**src/rtl/ring_inj_sched_pkg.sv**
```systemverilog
// Shared widths, lane state encodings and index helpers for the local
// injection scheduler.
package ring_inj_sched_pkg;

  // Router control-flit width and the position of its valid bit.
  localparam int CONTROL_W = 144;
  localparam int VLD_IDX   = 143;

  typedef enum logic {
    LANE_IDLE  = 1'b0,
    LANE_OFFER = 1'b1
  } lane_st_t;

  // Requester index k places after base, wrapped into 0..n-1.
  function automatic int rr_idx(input int base, input int k, input int n);
    int t;
    t = base + k;
    if (t >= n) t = t - n;
    return t;
  endfunction

endpackage

```
**src/rtl/ring_inj_sched_inj_fifo.sv**
```systemverilog
// Per-requester synchronous flit FIFO. Pointers and count are reset; the
// storage array is not, since its contents are only read when count > 0.
module ring_inj_sched_inj_fifo
  import ring_inj_sched_pkg::*;
#(
  parameter int FLIT_W = CONTROL_W,
  parameter int DEPTH  = 2
) (
  input  logic              clk,
  input  logic              rst,
  input  logic              i_push,
  input  logic [FLIT_W-1:0] i_din,
  input  logic              i_pop,
  output logic [FLIT_W-1:0] o_dout,
  output logic              o_full,
  output logic              o_empty
);

  localparam int AW = $clog2(DEPTH);

  logic [FLIT_W-1:0] r_mem [DEPTH];
  logic [AW-1:0]     r_wptr;
  logic [AW-1:0]     r_rptr;
  logic [AW:0]       r_cnt;
  logic              w_push;
  logic              w_pop;

  assign o_full  = (r_cnt == (AW+1)'(DEPTH));
  assign o_empty = (r_cnt == '0);
  assign w_push  = i_push & ~o_full;
  assign w_pop   = i_pop & ~o_empty;
  assign o_dout  = r_mem[r_rptr];

  // Storage write; DEPTH is a power of two so pointers wrap naturally.
  always_ff @(posedge clk) begin
    if (w_push) r_mem[r_wptr] <= i_din;
  end

  // Pointer and occupancy bookkeeping, cleared by the async reset.
  always_ff @(posedge clk or negedge rst) begin
    if (!rst) begin
      r_wptr <= '0;
      r_rptr <= '0;
      r_cnt  <= '0;
    end else begin
      if (w_push) r_wptr <= r_wptr + 1'b1;
      if (w_pop)  r_rptr <= r_rptr + 1'b1;
      case ({w_push, w_pop})
        2'b10:   r_cnt <= r_cnt + 1'b1;
        2'b01:   r_cnt <= r_cnt - 1'b1;
        default: r_cnt <= r_cnt;
      endcase
    end
  end

endmodule

```
**src/rtl/ring_inj_sched.sv**
```systemverilog
// Local injection scheduler: buffers flits from NREQ requesters and shares
// the two router injection lanes round-robin, keeping at most one flit per
// requester in flight so per-requester order is preserved.
module ring_inj_sched
  import ring_inj_sched_pkg::*;
#(
  parameter int FLIT_W   = CONTROL_W,
  parameter int NREQ     = 4,
  parameter int DEPTH    = 2,
  parameter int VLD_BIT  = VLD_IDX,
  parameter int STALL_TH = 64
) (
  input  logic                   clk,
  input  logic                   rst,
  input  logic [NREQ-1:0]        req_valid,
  input  logic [NREQ*FLIT_W-1:0] req_flit,
  output logic [NREQ-1:0]        req_ready,
  output logic [FLIT_W-1:0]      portl0_ci,
  output logic [FLIT_W-1:0]      portl1_ci,
  input  logic                   portl0_ack,
  input  logic                   portl1_ack,
  output logic [1:0]             lane_stall
);

  localparam int       PW        = $clog2(NREQ);
  localparam logic [7:0] STALL_TH8 = 8'(STALL_TH);

  logic [FLIT_W-1:0] w_dout [NREQ];
  logic [NREQ-1:0]   w_full;
  logic [NREQ-1:0]   w_empty;
  logic [NREQ-1:0]   w_pop;
  logic [1:0]        w_ack;
  logic [1:0]        w_load;
  logic [1:0]        w_gv;
  logic [PW-1:0]     w_gid [2];
  logic [PW-1:0]     w_rr_nxt;

  lane_st_t          r_st   [2];
  logic [PW-1:0]     r_own  [2];
  logic [FLIT_W-1:0] r_ci   [2];
  logic [7:0]        r_wait [2];
  logic [PW-1:0]     r_rr;

  for (genvar g = 0; g < NREQ; g++) begin : g_fifo
    ring_inj_sched_inj_fifo #(
      .FLIT_W (FLIT_W),
      .DEPTH  (DEPTH)
    ) u_fifo (
      .clk     (clk),
      .rst     (rst),
      .i_push  (req_valid[g]),
      .i_din   (req_flit[g*FLIT_W +: FLIT_W]),
      .i_pop   (w_pop[g]),
      .o_dout  (w_dout[g]),
      .o_full  (w_full[g]),
      .o_empty (w_empty[g])
    );
  end

  assign req_ready  = ~w_full;
  assign w_ack      = {portl1_ack, portl0_ack};
  assign w_load[0]  = (r_st[0] == LANE_IDLE) | w_ack[0];
  assign w_load[1]  = (r_st[1] == LANE_IDLE) | w_ack[1];
  assign portl0_ci  = r_ci[0];
  assign portl1_ci  = r_ci[1];
  assign lane_stall = {(r_wait[1] >= STALL_TH8), (r_wait[0] >= STALL_TH8)};

  // Round-robin grant: lane 0 picks first, lane 1 skips lane 0's pick and
  // any requester whose flit is still being offered on the other lane.
  always_comb begin
    logic          v_gv0;
    logic          v_gv1;
    logic [PW-1:0] v_id0;
    logic [PW-1:0] v_id1;
    logic [PW-1:0] v_idx;
    v_gv0 = 1'b0;
    v_gv1 = 1'b0;
    v_id0 = '0;
    v_id1 = '0;
    v_idx = '0;
    for (int k = 0; k < NREQ; k++) begin
      v_idx = PW'(rr_idx(int'(r_rr), k, NREQ));
      if (w_load[0] && !v_gv0 && !w_empty[v_idx] &&
          !(r_st[1] == LANE_OFFER && r_own[1] == v_idx)) begin
        v_gv0 = 1'b1;
        v_id0 = v_idx;
      end
    end
    for (int k = 0; k < NREQ; k++) begin
      v_idx = PW'(rr_idx(int'(r_rr), k, NREQ));
      if (w_load[1] && !v_gv1 && !w_empty[v_idx] &&
          !(r_st[0] == LANE_OFFER && r_own[0] == v_idx) &&
          !(v_gv0 && v_id0 == v_idx)) begin
        v_gv1 = 1'b1;
        v_id1 = v_idx;
      end
    end
    w_pop = '0;
    if (v_gv0) w_pop[v_id0] = 1'b1;
    if (v_gv1) w_pop[v_id1] = 1'b1;
    w_rr_nxt = r_rr;
    if (v_gv1)      w_rr_nxt = PW'(rr_idx(int'(v_id1), 1, NREQ));
    else if (v_gv0) w_rr_nxt = PW'(rr_idx(int'(v_id0), 1, NREQ));
    w_gv     = {v_gv1, v_gv0};
    w_gid[0] = v_id0;
    w_gid[1] = v_id1;
  end

  // Round-robin pointer follows the most recent grant.
  always_ff @(posedge clk or negedge rst) begin
    if (!rst) r_rr <= '0;
    else      r_rr <= w_rr_nxt;
  end

  // Lane FSMs: load on grant, hold until ack, drop to idle with zero output.
  always_ff @(posedge clk or negedge rst) begin
    if (!rst) begin
      for (int l = 0; l < 2; l++) begin
        r_st[l]   <= LANE_IDLE;
        r_own[l]  <= '0;
        r_ci[l]   <= '0;
        r_wait[l] <= '0;
      end
    end else begin
      for (int l = 0; l < 2; l++) begin
        case (r_st[l])
          LANE_IDLE: begin
            r_wait[l] <= '0;
            if (w_gv[l]) begin
              r_st[l]          <= LANE_OFFER;
              r_own[l]         <= w_gid[l];
              r_ci[l]          <= w_dout[w_gid[l]];
              r_ci[l][VLD_BIT] <= 1'b1;
            end
          end
          LANE_OFFER: begin
            if (w_ack[l]) begin
              r_wait[l] <= '0;
              if (w_gv[l]) begin
                r_own[l]         <= w_gid[l];
                r_ci[l]          <= w_dout[w_gid[l]];
                r_ci[l][VLD_BIT] <= 1'b1;
              end else begin
                r_st[l] <= LANE_IDLE;
                r_ci[l] <= '0;
              end
            end else if (r_wait[l] != 8'hff) begin
              r_wait[l] <= r_wait[l] + 8'd1;
            end
          end
          default: r_st[l] <= LANE_IDLE;
        endcase
      end
    end
  end

endmodule

```
**config.mk**
```make
export PLATFORM = sky130hd
export DESIGN_NAME = ring_inj_sched
export DESIGN_NICKNAME = d
export VERILOG_FILES = /design/src/rtl/ring_inj_sched_pkg.sv /design/src/rtl/ring_inj_sched_inj_fifo.sv /design/src/rtl/ring_inj_sched.sv
export SDC_FILE = /design/constraint.sdc
export NUM_CORES = 2
export LEC_CHECK = 0
export CAP_MARGIN = 20
export CORE_MARGIN = 2
export CORE_UTILIZATION = 36
export CTS_CLUSTER_SIZE = 8
export DETAILED_ROUTE_END_ITERATION = 6
export RECOVER_POWER = 100
export SLEW_MARGIN = 0
export SYNTH_ARGS = -nofsm -noshare
export SYNTH_HDL_FRONTEND = slang
export SYNTH_SLANG_ARGS = --single-unit
```
**constraint.sdc**
```tcl
create_clock -name clk -period 6.9 [get_ports clk]
set_input_delay 2.07 -clock clk [delete_from_list [all_inputs] [get_ports clk]]
set_output_delay 2.07 -clock clk [all_outputs]
set_load 0.05 [all_outputs]
```
==> metrics.json <==
{
  "logic_synthesis": {
    "synth_top_flop_cell": "edfxtp_1",
    "synth_async_sr_flop_share": 0.223,
    "synth_warnings": 0,
    "yosys_register_bits": 1472,
    "synth_sequential_area_ratio": 0.663,
    "syn-cell-area_um2": 64100,
    "postSynthCellCount": 4494,
    "syn_nets": 5084,
    "synth_edf_count": 1144,
    "synthDistinctLibCells": 79,
    "post_synth.cell_area_avg_um2": 14.3
  },
  "final_layout": {
    "design_area_um2": 82000,
    "design.final.nets": 5881,
    "n_fill_cell": 15589,
    "drive_gt1_frac": 0.0838,
    "syn_to_final_growth_pct": 27.8,
    "most_common_cell_after_layout_fill_and_taps_aside": "edfxtp_1",
    "final_cell_mix": "edfxtp_1, dlygate4sd3_1, mux2i_1"
  },
  "clock_network": {
    "worst_skew_pair_later_pin_latency_ps": 850,
    "cts_resized": 0,
    "cts_max_level": 4,
    "cts.sinks": 1472,
    "tritoncts": "built",
    "clk_transition_reported_paths_ps": 60,
    "cts.repair_timing.setup_buffer_count": 0,
    "numCtsBuffers": 203,
    "cts.root.buffer_cell": "clkbuf_16",
    "cts-root-to-sink-buffers": 3,
    "holdBufCountCts": 0
  },
  "global_routing": {
    "number_of_global_route_vias_before_repair": 46416,
    "antenna_found_initial": 201,
    "grt_pass1_wl_um": 349000,
    "grt_util_all_layers": 0.269,
    "gr-total-overflow": 0,
    "maximum_number_of_pins_on_one_net_before_global_route_repair": 128
  },
  "setup_path": {
    "critical_path_buf_inv_count": 3,
    "worst-endpoint-required_ps": 7610,
    "cp-end-kind": "flop",
    "critical-path-slowest-cell": "clkbuf_1",
    "timing_worst_setup_path_type": "in2reg",
    "r2r_setup_slack_ps": 1380,
    "cp.arrival_ps": 6710,
    "timing.critical_path.cells": "dlygate4sd3_1, nor2b_1, buf_4, a211o_1, o21ai_0, nor2_1, clkbuf_1, a2111oi_0, a221o_1",
    "reg2regPathDepth": 10,
    "worstSetupPathDepth": 9,
    "critical_path.max_fanout": 31,
    "worst_path_largest_cell_delay_ps": 1580,
    "timing.critical_path.max_delay_family": "buffers and inverters",
    "timing.critical_path.from_type": "input port"
  },
  "place": {
    "port_buffers": 873,
    "postPlaceCellArea_um2": 75900,
    "dp_hpwl_um": 151000,
    "preCtsSetupSlack_ps": 1010,
    "place.gp.congestion": 0.826
  },
  "sta": {
    "finalCriticalPeriod_ps": 6000,
    "setup_slack_ps": 902,
    "worst_slew_pin_slew_ps": 3990,
    "slew_headroom": -1.66,
    "final_max_slew_viol_count": 987,
    "timing_hold_violations_final": 0,
    "rsz0062_at_grt": "no",
    "max_clock_freq_mhz": 167,
    "setup_total_negative_slack_ps": 0,
    "report.final.setup_viol": 0,
    "post_route_clock_period_utilization": 0.869,
    "clock-skew-final_ps": 41.7
  },
  "min_path": {
    "timing.hold.worst_path_depth": 2,
    "hold_path.class": "reg2reg"
  },
  "floorplan": {
    "starting_utilization_of_the_core_area": 0.363,
    "io_pins": 878,
    "rows": 154,
    "fp.dieArea_um2": 182000,
    "placeableCoreArea_um2": 177000,
    "die_h_um": 426,
    "die_width_um": 426
  },
  "route": {
    "avgRoutedWirePerCell_um": 31.6,
    "drtAntennaViolNets": 0,
    "vias_post_dr": 47561,
    "firstDrtPassIters": 6,
    "vias_per_cell": 5.99,
    "detailedRoute.firstIterationViolations": 5547,
    "detail_route.wirelength_um": 251000,
    "remaining_drc_errors": 0
  },
  "outcome": {
    "status": "finished with violations",
    "failed_checks": "max-capacitance violations, max-slew violations"
  },
  "flow_run": {
    "max_cap_viol_count": 25
  }
}
[worst paths after layout]
path	start	to
setup / recovery	portl0_ack	portl0_ci[77]$_DFFE_PN0P_
hold / removal	portl0_ci[143]$_DFFE_PN0P_	portl0_ci[143]$_DFFE_PN0P_
setup reg to reg	r_rr[0]$_DFFE_PN0P_	portl1_ci[77]$_DFFE_PN0P_
hold reg to reg	portl0_ci[143]$_DFFE_PN0P_	portl0_ci[143]$_DFFE_PN0P_
max in group asynchronous	rst	portl0_ci[105]$_DFFE_PN0P_
min in group asynchronous	rst	portl1_ci[38]$_DFFE_PN0P_
[stage by stage]
| step | instances | utilization | hold slack [ps] |
|---|---|---|---|
| floorplan | 4494 | - | 478 |
| global placement | 7425 | 0.429 | 471 |
| detailed placement | 7425 | 0.429 | 477 |
| CTS | 7803 | 0.463 | 491 |
| global route | 7894 | 0.464 | 508 |
| finish | 7939 | 0.464 | 477 |
[area by class of cell]
| class | instances | area, µm² | share of cell area |
|---|---|---|---|
| inverter | 10 | 37.5 | 0.000458 |
| clock inverter | 16 | 289 | 0.00352 |
| timing repair buffer | 984 | 10000 | 0.122 |
| sequential | 1472 | 42600 | 0.519 |
| multi-input combinational | 2620 | 20100 | 0.245 |
| clock buffer | 362 | 5730 | 0.0698 |
| tap | 2340 | 2930 | 0.0357 |
| antenna | 135 | 338 | 0.00412 |
[Yosys cell counts (all sizes together), types with 10 or more instances]
cell type / n / area, µm²
clkbuf: 293 / 1100
nand3: 128 / 641
nand4: 12 / 75.1
xnor2: 20 / 183
dfrtp: 328 / 8210
a211oi: 128 / 966
nand2: 208 / 781
a22oi: 24 / 185
a221o: 191 / 1910
and3: 133 / 832
xor2: 10 / 87.6
nor3: 44 / 225
mux2: 82 / 923
a31oi: 41 / 257
o211ai: 99 / 743
nor2: 88 / 340
a221oi: 40 / 350
buf: 99 / 523
o31ai: 31 / 246
edfxtp: 1144 / 34400
inv: 10 / 37.5
mux2i: 677 / 6780
o221ai: 30 / 263
o21ai: 242 / 1210
a22o: 27 / 236
a21oi: 145 / 729
a2111oi: 59 / 536
a32oi: 72 / 631
[cell families (layout without fill, tap and decap cells)]
| kind of cell | Yosys count | in the layout | share of synthesized area |
|---|---|---|---|
| flip-flops | 1472 | 1472 | 0.663 |
| other | 0 | 135 | 0 |
| XOR/XNOR | 30 | 30 | 0.00421 |
| buffers and inverters | 402 | 1372 | 0.0259 |
| adder cells (fa/ha/maj) | 6 | 6 | 0.00117 |
| AND/OR/NAND/NOR | 656 | 656 | 0.0497 |
| AO/OA/AOI/OAI | 1166 | 1166 | 0.134 |
| multiplexers | 762 | 762 | 0.121 |
[worst reg2reg max path, cell delays in order, from the launching register on]
cell and delay, ps:
dfrtp_4 570, inv_2 70, buf_4 540, mux4_2 710, a211oi_1 710, o21ai_0 360, o311a_4 440, o31ai_1 880
buf_12 500, a211oi_1 340, a221o_1 300
[registers in the layout, summed over array words and instances, names as in the netlist]
register              cells
g_fifo.u_fifo.r_cnt       8
g_fifo.u_fifo.r_mem    1144
g_fifo.u_fifo.r_rptr      4
g_fifo.u_fifo.r_wptr      4
portl0_ci               144
portl1_ci               144
r_own                     4
r_rr                      2
r_st                      2
r_wait                   16
[per-layer routing]
layer,global-route usage,part of all wire,vias up
met5,0,0.0019,-
met4,0.163,0.060,70
met3,0.0655,0.087,744
met2,0.416,0.46,2894
met1,0.340,0.39,24014
li1,-,-,19839
Power is not shown: default switching activity piles up to over one toggle a cycle in this logic, so the estimate is an artifact.
